===== config.mk =====
export PLATFORM = sky130hd
export DESIGN_NAME = cfg_stream_loader
export DESIGN_NICKNAME = d
export VERILOG_FILES = /design/src/rtl/cfg_stream_loader.sv
export SDC_FILE = /design/constraint.sdc
export NUM_CORES = 1
export LEC_CHECK = 0
export BUFFER_PORTS_ARGS = -buffer_cell sky130_fd_sc_hd__buf_2
export CELL_PAD_IN_SITES_DETAIL_PLACEMENT = 1
export CELL_PAD_IN_SITES_GLOBAL_PLACEMENT = 2
export CORE_ASPECT_RATIO = 1.25
export CORE_UTILIZATION = 37
export DETAILED_ROUTE_END_ITERATION = 8
export PLACE_DENSITY = 0.87
export SLEW_MARGIN = 20
export SYNTH_ARGS = -nofsm -noshare
export SYNTH_HDL_FRONTEND = slang
export SYNTH_SLANG_ARGS = --single-unit

===== constraint.sdc =====
create_clock -name clk -period 3.88 [get_ports clk]
set_clock_uncertainty 0.05 [all_clocks]
set_input_delay 0.388 -clock clk [delete_from_list [all_inputs] [get_ports clk]]
set_output_delay 0.388 -clock clk [all_outputs]
set_load 0.02 [all_outputs]

===== src/rtl/cfg_stream_loader.sv =====
// Configuration stream loader: serialises a packed LSB-first word stream into
// NUM_CHAINS configuration chains, frame by frame, with a latch gap per frame.
module cfg_stream_loader #(
  parameter int NUM_CHAINS = 4,
  parameter int WORD_W     = 8,
  parameter int LEN_W      = 11,
  parameter int FRM_W      = 4,
  parameter int CH_W       = 2
) (
  input  logic                        clk,
  input  logic                        reset,
  input  logic                        start,
  input  logic                        abort,
  input  logic [NUM_CHAINS*LEN_W-1:0] frame_len,
  input  logic [NUM_CHAINS*FRM_W-1:0] frame_num,
  input  logic                        s_valid,
  input  logic [WORD_W-1:0]           s_data,
  output logic                        s_ready,
  output logic [NUM_CHAINS-1:0]       bit_out,
  output logic [NUM_CHAINS-1:0]       chain_en,
  output logic [NUM_CHAINS-1:0]       frame_latch,
  output logic                        prgm_b,
  output logic [CH_W-1:0]             cur_chain,
  output logic                        done,
  output logic                        error
);

  localparam int BC_W = $clog2(WORD_W + 1);

  typedef enum logic [2:0] {IDLE, SEEK, SHIFT, GAP, FINISH} state_t;

  state_t                  state_r, state_n;
  logic [LEN_W-1:0]        len_r [NUM_CHAINS];
  logic [LEN_W-1:0]        len_n [NUM_CHAINS];
  logic [FRM_W-1:0]        num_r [NUM_CHAINS];
  logic [FRM_W-1:0]        num_n [NUM_CHAINS];
  logic [CH_W:0]           seek_from_r, seek_from_n;
  logic [CH_W-1:0]         cur_chain_r, cur_chain_n;
  logic [WORD_W-1:0]       buf_r, buf_n;
  logic [BC_W-1:0]         buf_cnt_r, buf_cnt_n;
  logic [LEN_W-1:0]        bit_cnt_r, bit_cnt_n, bit_cnt_inc_s;
  logic [FRM_W-1:0]        frm_cnt_r, frm_cnt_n, frm_cnt_inc_s;
  logic                    s_ready_r, s_ready_n;
  logic [NUM_CHAINS-1:0]   bit_out_r, bit_out_n;
  logic [NUM_CHAINS-1:0]   chain_en_r, chain_en_n;
  logic [NUM_CHAINS-1:0]   frame_latch_r, frame_latch_n;
  logic                    prgm_b_r, prgm_b_n;
  logic                    done_r, done_n;
  logic                    error_r, error_n;
  logic                    bad_cfg_s;
  logic                    found_s;
  logic [CH_W-1:0]         found_idx_s;
  logic [LEN_W-1:0]        cur_len_s;
  logic [FRM_W-1:0]        cur_num_s;

  assign cur_len_s     = len_r[cur_chain_r];
  assign cur_num_s     = num_r[cur_chain_r];
  assign bit_cnt_inc_s = (bit_cnt_r == {LEN_W{1'b1}}) ? bit_cnt_r : bit_cnt_r + 1'b1;
  assign frm_cnt_inc_s = (frm_cnt_r == {FRM_W{1'b1}}) ? frm_cnt_r : frm_cnt_r + 1'b1;

  // Flag a configuration that asks for frames of zero length on any chain
  always_comb begin
    bad_cfg_s = 1'b0;
    for (int i = 0; i < NUM_CHAINS; i++) begin
      if ((frame_num[i*FRM_W +: FRM_W] != {FRM_W{1'b0}}) &&
          (frame_len[i*LEN_W +: LEN_W] == {LEN_W{1'b0}})) begin
        bad_cfg_s = 1'b1;
      end else begin
        bad_cfg_s = bad_cfg_s;
      end
    end
  end

  // Lowest chain at or above seek_from_r that has frames to load
  always_comb begin
    found_s     = 1'b0;
    found_idx_s = {CH_W{1'b0}};
    for (int i = NUM_CHAINS - 1; i >= 0; i--) begin
      if (((CH_W + 1)'(i) >= seek_from_r) && (num_r[i] != {FRM_W{1'b0}})) begin
        found_s     = 1'b1;
        found_idx_s = CH_W'(i);
      end else begin
        found_s     = found_s;
      end
    end
  end

  // Next-state and next-output logic
  always_comb begin
    state_n       = state_r;
    seek_from_n   = seek_from_r;
    cur_chain_n   = cur_chain_r;
    buf_n         = buf_r;
    buf_cnt_n     = buf_cnt_r;
    bit_cnt_n     = bit_cnt_r;
    frm_cnt_n     = frm_cnt_r;
    bit_out_n     = {NUM_CHAINS{1'b0}};
    chain_en_n    = {NUM_CHAINS{1'b0}};
    frame_latch_n = {NUM_CHAINS{1'b0}};
    prgm_b_n      = prgm_b_r;
    done_n        = done_r;
    error_n       = error_r;
    for (int i = 0; i < NUM_CHAINS; i++) begin
      len_n[i] = len_r[i];
      num_n[i] = num_r[i];
    end

    case (state_r)
      IDLE: begin
        if (start && !abort) begin
          for (int i = 0; i < NUM_CHAINS; i++) begin
            len_n[i] = frame_len[i*LEN_W +: LEN_W];
            num_n[i] = frame_num[i*FRM_W +: FRM_W];
          end
          done_n    = 1'b0;
          buf_cnt_n = {BC_W{1'b0}};
          if (bad_cfg_s) begin
            error_n  = 1'b1;
            prgm_b_n = 1'b1;
          end else begin
            error_n     = 1'b0;
            prgm_b_n    = 1'b0;
            seek_from_n = {(CH_W + 1){1'b0}};
            state_n     = SEEK;
          end
        end else begin
          state_n = IDLE;
        end
      end
      SEEK: begin
        if (found_s) begin
          cur_chain_n = found_idx_s;
          bit_cnt_n   = {LEN_W{1'b0}};
          frm_cnt_n   = {FRM_W{1'b0}};
          state_n     = SHIFT;
        end else begin
          done_n   = 1'b1;
          prgm_b_n = 1'b1;
          state_n  = FINISH;
        end
      end
      SHIFT: begin
        if (buf_cnt_r != {BC_W{1'b0}}) begin
          bit_out_n[cur_chain_r]  = buf_r[0];
          chain_en_n[cur_chain_r] = 1'b1;
          buf_n     = buf_r >> 1;
          buf_cnt_n = buf_cnt_r - 1'b1;
          bit_cnt_n = bit_cnt_inc_s;
          if (bit_cnt_inc_s == cur_len_s) begin
            state_n = GAP;
          end else begin
            state_n = SHIFT;
          end
        end else if (s_valid && s_ready_r) begin
          buf_n     = s_data;
          buf_cnt_n = BC_W'(WORD_W);
          bit_out_n = bit_out_r;
        end else begin
          bit_out_n = bit_out_r;
        end
      end
      GAP: begin
        frame_latch_n[cur_chain_r] = 1'b1;
        frm_cnt_n = frm_cnt_inc_s;
        bit_cnt_n = {LEN_W{1'b0}};
        if (frm_cnt_inc_s < cur_num_s) begin
          state_n = SHIFT;
        end else begin
          seek_from_n = {1'b0, cur_chain_r} + 1'b1;
          state_n     = SEEK;
        end
      end
      FINISH: begin
        buf_n     = {WORD_W{1'b0}};
        buf_cnt_n = {BC_W{1'b0}};
        state_n   = IDLE;
      end
      default: begin
        state_n = IDLE;
      end
    endcase

    // Abort overrides everything, including a simultaneous start
    if (abort && (state_r != IDLE)) begin
      state_n       = IDLE;
      prgm_b_n      = 1'b1;
      chain_en_n    = {NUM_CHAINS{1'b0}};
      frame_latch_n = {NUM_CHAINS{1'b0}};
      bit_out_n     = {NUM_CHAINS{1'b0}};
      buf_n         = {WORD_W{1'b0}};
      buf_cnt_n     = {BC_W{1'b0}};
      done_n        = 1'b0;
      error_n       = 1'b0;
    end else begin
      state_n = state_n;
    end

    s_ready_n = (state_n == SHIFT) && (buf_cnt_n == {BC_W{1'b0}});
  end

  // State and output registers
  always_ff @(posedge clk or negedge reset) begin
    if (!reset) begin
      state_r       <= IDLE;
      seek_from_r   <= {(CH_W + 1){1'b0}};
      cur_chain_r   <= {CH_W{1'b0}};
      buf_r         <= {WORD_W{1'b0}};
      buf_cnt_r     <= {BC_W{1'b0}};
      bit_cnt_r     <= {LEN_W{1'b0}};
      frm_cnt_r     <= {FRM_W{1'b0}};
      s_ready_r     <= 1'b0;
      bit_out_r     <= {NUM_CHAINS{1'b0}};
      chain_en_r    <= {NUM_CHAINS{1'b0}};
      frame_latch_r <= {NUM_CHAINS{1'b0}};
      prgm_b_r      <= 1'b1;
      done_r        <= 1'b0;
      error_r       <= 1'b0;
      for (int i = 0; i < NUM_CHAINS; i++) begin
        len_r[i] <= {LEN_W{1'b0}};
        num_r[i] <= {FRM_W{1'b0}};
      end
    end else begin
      state_r       <= state_n;
      seek_from_r   <= seek_from_n;
      cur_chain_r   <= cur_chain_n;
      buf_r         <= buf_n;
      buf_cnt_r     <= buf_cnt_n;
      bit_cnt_r     <= bit_cnt_n;
      frm_cnt_r     <= frm_cnt_n;
      s_ready_r     <= s_ready_n;
      bit_out_r     <= bit_out_n;
      chain_en_r    <= chain_en_n;
      frame_latch_r <= frame_latch_n;
      prgm_b_r      <= prgm_b_n;
      done_r        <= done_n;
      error_r       <= error_n;
      for (int i = 0; i < NUM_CHAINS; i++) begin
        len_r[i] <= len_n[i];
        num_r[i] <= num_n[i];
      end
    end
  end

  assign s_ready     = s_ready_r;
  assign bit_out     = bit_out_r;
  assign chain_en    = chain_en_r;
  assign frame_latch = frame_latch_r;
  assign prgm_b      = prgm_b_r;
  assign cur_chain   = cur_chain_r;
  assign done        = done_r;
  assign error       = error_r;

endmodule


After elaboration in Yosys (flattened, before gate mapping)
Index checks and enable logic that the tools add are counted.

operators by class
  add/sub/neg operators = 4
  $lt $le $gt $ge = 8
  equality and inequality tests = 17
  muxes and demuxes = 66
  bitwise gates (word level) = 2
  reduce and logical (&&, ||, !) cells = 45

operators by type and width
  cell                                                             count
  4-bit 2-to-1 mux                                                 16
  11-bit 2-to-1 mux                                                5
  11-bit zero test                                                 4
  4-bit nonzero test                                               9
  11-bit one-hot mux with 3 select lines                           1
  3-bit 2-to-1 mux                                                 8
  8-bit 2-to-1 mux                                                 3
  11-bit binary-select mux with 2-bit select                       1
  1-bit 2-to-1 mux                                                 18
  8-bit one-hot mux with 2 select lines                            1
  1-bit logical AND                                                13
  3-bit one-hot mux with 4 select lines                            1
  4-bit one-hot mux with 3 select lines                            1
  3-bit nonzero test                                               4
  11-bit by 1-bit adder with 11-bit output, second input constant  1
  11-bit == test                                                   1
  11-bit == test, second input constant                            1
  2-bit 2-to-1 mux                                                 5
  2-bit != test, second input constant                             5
  2-bit AND reduction                                              5
  3-bit by 2-bit == test with 1-bit output, second input constant  3
  3-bit != test, second input constant                             3
  4-bit binary-select mux with 2-bit select                        1
  4-bit one-hot mux with 2 select lines                            1
  other kinds (24)                                                 31

word-level totals
  register bits = 111
  bits of input ports = 73
  output and inout port bits = 18
  logic and storage cells = 164

Depth between registers and ports, before layout
Gate-level depths: netlist of the first run.

  depth after elaboration = 12
  gate-level depth with buffers = 11
  depth with buffers taken out = 10

Worst setup path before layout of the first run
No wires, ideal clock.

  path type = reg-to-reg
  from = reg cur_chain_r[0], in the netlist cur_chain[0]
  to = reg s_ready_r, in the netlist s_ready
  library setup time = 68 ps
  arrival time = 2765 ps
  data required time = 3762 ps
  setup slack = 997 ps
  cell stages (with the launch flop) = 11
  buffers on the path = 2
  clock period less this slack = 2883 ps
  cell sequence = dfrtp_1 > buf_6 > buf_6 > mux4_2 > inv_1 > ha_1 > a21boi_0 > o41ai_1 > nor2_1 > a211oi_1 > and4b_1

between the ends
  word-level cells in the longest chain between the ends = 11
  elaborated cells between the ends (all ways) = 16
  those cells by class = order compare: 1; eq/ne: 2; mux: 11; bitwise: 1; reduce/logical: 1

RTL lines
  item                                                   RTL line  source
  from (decl)                                            38        logic [CH_W-1:0] cur_chain_r, cur_chain_n;
  from (signal assigned)                                 206       cur_chain_r <= {CH_W{1'b0}};
  from (signal assigned)                                 225       cur_chain_r <= cur_chain_n;
  2-bit NOT with 3-bit output (not written as such) (*)  56, 57
  11-bit binary-select mux with 2-bit select             56        assign cur_len_s = len_r[cur_chain_r];
  11-bit 2-to-1 mux (not written as such) (2 in series)  56
  11-bit == test                                         149       if (bit_cnt_inc_s == cur_len_s) begin
  1-bit 2-to-1 mux                                       149
  3-bit 2-to-1 mux                                       143       if (buf_cnt_r != {BC_W{1'b0}}) begin
  3-bit one-hot mux with 4 select lines (*)              108       case (state_r)
  3-bit 2-to-1 mux (*)                                   184       if (abort && (state_r != IDLE)) begin
  3-bit by 2-bit == test with 1-bit output (*)           198       s_ready_n = (state_n == SHIFT) && (buf_cnt_n == {BC_W{1'b0}});
  1-bit logical AND (*)                                  198
  via s_ready_n                                          43        logic s_ready_r, s_ready_n;
  to (signal assigned)                                   230       s_ready_r <= s_ready_n;
  to (decl)                                              43

Mark *: on every way through the listed nets, which the timed path passes. The rest lies on a longest branch. The select of a mux whose other input is x is not followed.
A chain may end at the register's enable or synchronous reset.

Final worst setup path of the first run
  from = reg frm_cnt_r[0]
  to = reg s_ready_r, in the netlist s_ready

between the ends
  word-level cells in the longest chain between the ends = 8
  elaborated cells between the ends (all ways) = 9
  those cells by class = add/sub: 1; order compare: 1; eq/ne: 2; mux: 4; reduce/logical: 1

RTL lines
  item                                                                            RTL line  source
  from (decl)                                                                     42        logic [FRM_W-1:0] frm_cnt_r, frm_cnt_n, frm_cnt_inc_s;
  from (signal assigned)                                                          210       frm_cnt_r <= {FRM_W{1'b0}};
  from (signal assigned)                                                          229       frm_cnt_r <= frm_cnt_n;
  4-bit by 1-bit adder with 4-bit output / 4-bit == test (equally long branches)  59        assign frm_cnt_inc_s = (frm_cnt_r == {FRM_W{1'b1}}) ? frm_cnt_r : frm_cnt_r + 1'b1;
  4-bit 2-to-1 mux (*)                                                            59
  4-bit < comparator (*)                                                          166       if (frm_cnt_inc_s < cur_num_s) begin
  2-bit 2-to-1 mux (*)                                                            166
  3-bit one-hot mux with 4 select lines (*)                                       108
  3-bit 2-to-1 mux (*)                                                            184
  3-bit by 2-bit == test with 1-bit output (*)                                    198
  1-bit logical AND (*)                                                           198
  via s_ready_n                                                                   43

Mark *: on every way through the listed nets, which the timed path passes. The rest lies on a longest branch.

==> reports/qor.csv, run 1 <==
stage,metric,value,unit
logic_synthesis,Avg Inst Size Synth,11.53,sq um
final_layout,Finished Cell Area,6646,sq um
timing,hold slack,0.07060,ns
routing,via/cell ratio,5.717,
final_layout,share of post-route cells with drive strength above 1,0.3339,
die,Ports,91,
clock_network,worst-skew pair later-pin latency,0.36,ns
clock_network,TritonCTS clock tree,done,
power_and_ir_drop,Clk pwr share,0.259,
power_and_ir_drop,Peak VDD IR,0.0002365,V
final_layout,n_diodes,0,
placement,Placer Congestion,0.8033,
routing,DR WL/cell,19.59,um
setup_path,R2R Setup Slk,0.69,ns
logic_synthesis,Commonest cells post-synth,"110 x dfrtp_1, 62 x mux2_2, 37 x nand2_1",
setup_path,CP Class,reg2reg,
routing,vias post-DR,4379,
logic_synthesis,"top cells by area, synth","dfrtp_1 48%, mux2_2 12%, mux4_2 3.9%",
placement,Placed Instance Area,6347,sq um
power_and_ir_drop,Static Leak,0.002983,uW
timing,fin crit period,3.189,ns
timing,Worst Tran Pin Value,0.8650,ns
power_and_ir_drop,Flop pwr share,0.433,
routing,First-pass DRT Iterations,6,
power_and_ir_drop,Net Sw Frac,0.3297,
global_routing,Overflow after GRT,0,
timing,Setup-failing EPs final,0,
clock_network,post-CTS sizing,0,
routing,post-detailed-route count of antenna-violating nets,0,
timing,RSZ-0062 raised after global routing,no,
timing,relative slew slack,0.4233,
routing,DRC viols,0,
global_routing,first-pass GRT wire length,24660,um
setup_path,crit path DAT,3.44,ns
logic_synthesis,register area share after synthesis,0.4860,
die,area of the core,15010,sq um
die,row count,50,
global_routing,vias in the first global route,4722,
power_and_ir_drop,NetSw,1211,uW
die,die span in y,141.0,um
logic_synthesis,Synth Cell Area,5718,sq um
power_and_ir_drop,Comb pwr share,0.308,
logic_synthesis,Yosys top cell area share,0.4814,
routing,drt initial violations,202,
flow_run,max_cap viols,0,
die,Die Span X,113.2,um
clock_network,cts bufs inserted,9,
routing,final wirelength,15010,um
logic_synthesis,Synth area leader,dfrtp_1,
power_and_ir_drop,Internal,2461,uW
logic_synthesis,Synth Flop Type,dfrtp_1,
die,Starting Density,0.3808,
clock_network,root buffer cell,clkbuf_16,
logic_synthesis,Yosys warnings,0,
outcome,outcome,"finished, final reports clean",
logic_synthesis,asr flop ratio synth,1.000,
die,die area,15960,sq um
clock_network,# hold bufs at CTS,0,
setup_path,startpoint types,flop,
worst_hold_path,Hold Crit Class,in2async,
global_routing,Total Routing Usage GR,0.2000,
logic_synthesis,"FF+latch count, synth",111,
clock_network,postcts setup bufs,0,
final_layout,Area Overhead vs Synth,16.24,%
logic_synthesis,Unique masters post-synth,58,
timing,Fmax,313.6,MHz
global_routing,largest net degree at the start of global routing,67,
timing,"Period Utilization, post-route",0.8219,
logic_synthesis,Mapped Cells,496,
logic_synthesis,post-synth net total,579,
clock_network,H-tree Lvls,3,
placement,Final HPWL DP,11330,um
timing,final setup TNS,0,ns
final_layout,Nets,662,
placement,I/O Buffers,90,
timing,final slew viol count,0,
final_layout,fin util,0.4427,
clock_network,TritonCTS sink count,111,
clock_network,"Reg clk slew, reported paths",0.08,ns
timing,final hold vios,0,
power_and_ir_drop,power per cell area,552.4,nW/um^2
setup_path,crit end category,flop,
setup_path,Critical Path RT,4.14,ns
logic_synthesis,Post-synth EDFFs,0,
setup_path,crit-path max FO,5,
logic_synthesis,top-count cell post-synth,dfrtp_1,
global_routing,initial antenna violation count,0,
clock_network,clock buffer depth,2,
-- sequential cells by signal (all words and copies together), names as in the netlist, 2 cells and up --
signal       count
num_r           16
bit_cnt_r       11
buf_cnt_r        4
len_r           44
chain_en         4
bit_out          4
frame_latch      4
buf_r            8
cur_chain        2
state_r          3
seek_from_r      3
frm_cnt_r        4
-- per-stage QoR --
| stage | setup WS, ns | total power, uW | instances |
|---|---|---|---|
| 6_report | 0.6912 | 3671 | 766 |
| 5_1_grt | 0.3598 | 3876 | 766 |
| 4_1_cts | 0.6456 | 3708 | 766 |
| 3_5_place_dp | 0.6567 | 2752 | 750 |
| 3_3_place_gp | 0.8958 | 2677 | 750 |
| 2_1_floorplan | 0.9970 | 2400 | 496 |
-- final timing paths --
check	startpoint	to	cells past startpoint
worst max register to register	frm_cnt_r[0]	s_ready	9
worst max-delay path	frm_cnt_r[0]	s_ready	9
max in group asynchronous	reset	bit_cnt_r[3]	2
worst min register to register	buf_r[3]	buf_r[3]	2
min in group clk	s_data[7]	buf_r[7]	3
worst min-delay path	reset	chain_en[0]	1
-- critical path, cell delays in order (launching register included) --
cell and delay [ns]:
dfrtp_1 0.44, ha_1 0.26, nand3_1 0.18, mux2_2 0.37, ha_1 0.30, a21boi_0 0.13, o41ai_1 0.62, nor2_1 0.21
a211oi_1 0.35, and4b_1 0.23
-- metal layers --
layer | up-vias | part of all wire | GRT usage
met5 | - | 0 | 0
met2 | 111 | 0.50 | 0.3355
met4 | 0 | 0.021 | 0.07271
met3 | 22 | 0.041 | 0.03095
met1 | 2216 | 0.44 | 0.2617
li1 | 2030 | - | -
-- layout by cell type, fill, tap and decap left out, types with 4 or more instances in the layout --
| cell type | netlist | layout |
|---|---|---|
| dfrtp_1 | 110 | 110 |
| buf_2 | 4 | 89 |
| mux2_2 | 62 | 62 |
| nand2_1 | 37 | 37 |
| nor4_1 | 24 | 24 |
| nor2_1 | 22 | 22 |
| a21oi_1 | 21 | 21 |
| nand3_1 | 18 | 17 |
| o21ai_0 | 17 | 17 |
| inv_1 | 16 | 16 |
| and2_1 | 11 | 11 |
| mux4_2 | 10 | 10 |
| o31ai_1 | 10 | 10 |
| ha_1 | 10 | 10 |
| clkbuf_16 | 0 | 9 |
| mux2i_1 | 8 | 8 |
| buf_4 | 0 | 8 |
| nor3_1 | 7 | 7 |
| a211oi_1 | 6 | 6 |
| a31oi_1 | 6 | 6 |
| nand4_1 | 5 | 5 |
| mux4_1 | 5 | 5 |
| xnor2_1 | 5 | 5 |
| xor2_1 | 5 | 5 |
| nand2b_1 | 4 | 4 |
| and4_1 | 4 | 4 |
| a32o_1 | 4 | 4 |
-- power groups by stage --
stage,combinational [uW],sequential [uW],clock (uW)
after floorplan,856,1540,0
after global placement,1090,1590,0
after detailed placement,1140,1610,0
after CTS,1150,1590,967
after global routing,1240,1630,1010
final,1130,1590,950
-- final cells by class --
type | instances | area (sq um)
flip-flops and latches | 111 | 2779
well taps | 182 | 227.7
repair buffers | 97 | 505.5
fillers | 1652 | 8368
clock buffers | 10 | 239.0
clock inverters | 6 | 60.06
multi-input cells | 344 | 2775
inverters | 16 | 60.06
-- logic make-up after synthesis --
group | Yosys count | synth area share
AOI/OAI and AO/OA | 91 | 0.1103
xor gates and xnor gates | 11 | 0.01816
adders and majority gates | 10 | 0.02188
buffers and inverters | 41 | 0.03042
DFF | 111 | 0.4860
muxes | 85 | 0.1985
and+or+nand+nor | 147 | 0.1348
No activity file was read; power rests on OpenSTA's default activity.
==> run 2: changes to the inputs <==
--- a/config.mk
+++ b/config.mk
@@ -5,13 +5,14 @@
 export SDC_FILE = /design/constraint.sdc
 export NUM_CORES = 1
 export LEC_CHECK = 0
+export ABC_AREA = 1
 export BUFFER_PORTS_ARGS = -buffer_cell sky130_fd_sc_hd__buf_2
 export CELL_PAD_IN_SITES_DETAIL_PLACEMENT = 1
 export CELL_PAD_IN_SITES_GLOBAL_PLACEMENT = 2
 export CORE_ASPECT_RATIO = 1.25
-export CORE_UTILIZATION = 37
+export CORE_UTILIZATION = 33
 export DETAILED_ROUTE_END_ITERATION = 8
-export PLACE_DENSITY = 0.87
+export PLACE_DENSITY = 0.89
 export SLEW_MARGIN = 20
 export SYNTH_ARGS = -nofsm -noshare
 export SYNTH_HDL_FRONTEND = slang
==> constraint.sdc (replaced) <==
create_clock -name clk -period 3.1 [get_ports clk]
set_clock_uncertainty 0.05 [all_clocks]
set_input_delay 0.31 -clock clk [delete_from_list [all_inputs] [get_ports clk]]
set_output_delay 0.31 -clock clk [all_outputs]
set_load 0.02 [all_outputs]
==> reports/qor.csv, run 2 <==
stage,metric,value,unit
clock_network,clock buffer depth,2,
global_routing,first-pass GRT wire length,28450,um
logic_synthesis,register area share after synthesis,0.4628,
clock_network,TritonCTS sink count,111,
clock_network,root buffer cell,clkbuf_16,
global_routing,largest net degree at the start of global routing,51,
logic_synthesis,top-count cell post-synth,nand2_1,
setup_path,Crit path top cell by count,a21oi_1,
die,die span in y,152.8,um
routing,final wirelength,17040,um
setup_path,crit-path max FO,20,
setup_path,delay of the slowest cell on the worst path,0.71,ns
global_routing,Total Routing Usage GR,0.1964,
outcome,outcome,"finished, final reports clean",
timing,Worst Tran Pin Value,0.7191,ns
die,area of the core,17630,sq um
routing,DRC viols,0,
setup_path,CP bufs+invs,1,
timing,"Period Utilization, post-route",0.7553,
die,Ports,91,
die,Die Span X,122.7,um
timing,RSZ-0062 raised after global routing,no,
placement,Placer Congestion,0.7486,
logic_synthesis,Mapped Cells,810,
placement,Final HPWL DP,13250,um
final_layout,most frequent cells in the layout,"267 x nand2_1, 110 x dfrtp_1, 103 x inv_1, 89 x buf_2, 78 x o21ai_0",
setup_path,startpoint types,flop,
logic_synthesis,post-synth net total,893,
global_routing,Overflow after GRT,0,
final_layout,"commonest non-fill, non-tap cell in the layout",nand2_1,
final_layout,Area Overhead vs Synth,16.65,%
global_routing,initial antenna violation count,0,
setup_path,crit end category,flop,
routing,DR WL/cell,15.18,um
worst_hold_path,Hold Crit Class,in2reg,
final_layout,Top reg by flops,len_r,
final_layout,share of post-route cells with drive strength above 1,0.1557,
final_layout,number of fill cells,2224,
power_and_ir_drop,Static Leak,0.003637,uW
logic_synthesis,Synth Flop Type,dfrtp_1,
setup_path,crit-path leading delay family,compound AO/OA/AOI/OAI gates,
final_layout,Largest register FFs,44,
routing,via/cell ratio,4.810,
setup_path,crit-path cells,inv_2 > a21oi_1 > ha_1 > a21oi_1 > nand2_1 > a21oi_4 > o21ai_0,
timing,fin crit period,2.341,ns
logic_synthesis,Avg Inst Size Synth,7.413,sq um
logic_synthesis,"FF+latch count, synth",111,
die,die area,18740,sq um
final_layout,n_diodes,0,
timing,final hold vios,0,
setup_path,"Slowest-stage cell, CP",dfrtp_1,
routing,First-pass DRT Iterations,4,
clock_network,H-tree Lvls,3,
logic_synthesis,asr flop ratio synth,1.000,
routing,drt initial violations,300,
logic_synthesis,Commonest cells post-synth,"267 x nand2_1, 110 x dfrtp_1, 103 x inv_1",
timing,Fmax,427.1,MHz
clock_network,worst-skew pair later-pin latency,0.37,ns
timing,relative slew slack,0.5206,
logic_synthesis,Synth area leader,dfrtp_1,
final_layout,Nets,977,
logic_synthesis,Synth Cell Area,6005,sq um
timing,Setup-failing EPs final,0,
setup_path,CP Class,reg2reg,
clock_network,cts bufs inserted,9,
clock_network,post-CTS sizing,0,
setup_path,Critical Path RT,3.29,ns
power_and_ir_drop,power per cell area,895.6,nW/um^2
clock_network,TritonCTS clock tree,done,
setup_path,crit path DAT,2.53,ns
die,row count,54,
routing,post-detailed-route count of antenna-violating nets,0,
die,Starting Density,0.3405,
final_layout,biggest regs,"len_r (44), num_r (16), bit_cnt_r (11)",
logic_synthesis,Unique masters post-synth,34,
logic_synthesis,Yosys warnings,0,
logic_synthesis,Post-synth EDFFs,0,
final_layout,Finished Cell Area,7004,sq um
placement,I/O Buffers,90,
logic_synthesis,Yosys top cell area share,0.4584,
timing,final slew viol count,0,
power_and_ir_drop,Peak VDD IR,0.0002778,V
logic_synthesis,"top cells by area, synth","dfrtp_1 46%, nand2_1 17%, o21ai_0 6.5%",
clock_network,postcts setup bufs,0,
routing,vias post-DR,5402,
timing,final setup TNS,0,ns
placement,Placed Instance Area,6683,sq um
flow_run,max_cap viols,0,
global_routing,vias in the first global route,5462,
clock_network,"Reg clk slew, reported paths",0.08,ns
[run 2: changes by cell type in the layout (fill, tap and decap cells not counted), moves of 24 or more]
| cell | change |
|---|---|
| nand2_1 | +230 |
| inv_1 | +87 |
| nor2_1 | +32 |
| nand3_1 | +30 |
| mux2_2 | -62 |
| nor4_1 | -24 |
| o21ai_0 | +61 |
[run 2: through the flow]
| step | hold slack (ns) | worst slack [ns] | utilization | total power, uW | instances |
|---|---|---|---|---|---|
| after detailed placement | 0.3045 | 0.7540 | 0.3790 | 5070 | 1106 |
| final | 0.1115 | 0.7585 | 0.3972 | 6273 | 1123 |
| after global routing | 0.1269 | 0.5121 | 0.3972 | 6836 | 1123 |
| after CTS | 0.1036 | 0.7408 | 0.3972 | 6351 | 1123 |
| after floorplan | -0.03559 | 0.6314 | - | 4256 | 810 |
| after global placement | 0.2989 | 0.8698 | 0.3790 | 4979 | 1106 |
[run 2: per-layer routing]
layer	track usage	wire, um	vias up
li1	-	-	2749
met3	0.02313	441	12
met1	0.2692	8089	2560
met2	0.3162	8243	81
met5	0	0	-
met4	0.06969	269	0
[run 2: final timing paths]
check / from / end / slack [ns] / cells after the start
hold / removal: frame_len[2] / len_r[35] / 0.11 / 3
setup reg to reg: cur_chain[1] / seek_from_r[0] / 0.76 / 7
min in group asynchronous: reset / num_r[5] / 0.44 / 2
hold reg to reg: len_r[9] / len_r[9] / 0.42 / 2
setup / recovery: cur_chain[1] / seek_from_r[0] / 0.76 / 7
max in group asynchronous: reset / buf_r[1] / 1.85 / 3
[run 2: timing repair]
item,CTS,global route
hold buffers,1,0
hold endpoints to repair,40,0
endpoints found under the setup margin,0,0
[run 2: cell type report]
cell class                      instances  area [sq um]  area share
Tap cell                              224         280.3     0.04001
Inverter                              107         401.6     0.05734
Multi-Input combinational cell        566          2696      0.3850
Clock buffer                            9         225.2     0.03215
Timing Repair Buffer                   99         535.5     0.07646
Clock inverter                          7         86.33     0.01233
Sequential cell                       111          2779      0.3967
[run 2: kinds of logic after synthesis]
logic type,count (synthesis),synth area share
adders and majority gates,10,0.02084
and+or+nand+nor,416,0.2953
buffers and inverters,133,0.08814
xor gates and xnor gates,6,0.008752
AOI/OAI and AO/OA,134,0.1242
DFF,111,0.4628
[run 2: worst reg2reg max path, stage by stage, from the launching register on]
cell and delay [ns]:
dfrtp_1 0.71, inv_2 0.30, a21oi_1 0.23, ha_1 0.27, a21oi_1 0.19, nand2_1 0.11
a21oi_4 0.24, o21ai_0 0.12
[run 2: report_power, final]
part | total (uW) | switching (uW) | internal [uW]
sequential | 2380 | 392 | 1990
clock | 1260 | 611 | 647
combinational | 2630 | 1740 | 889
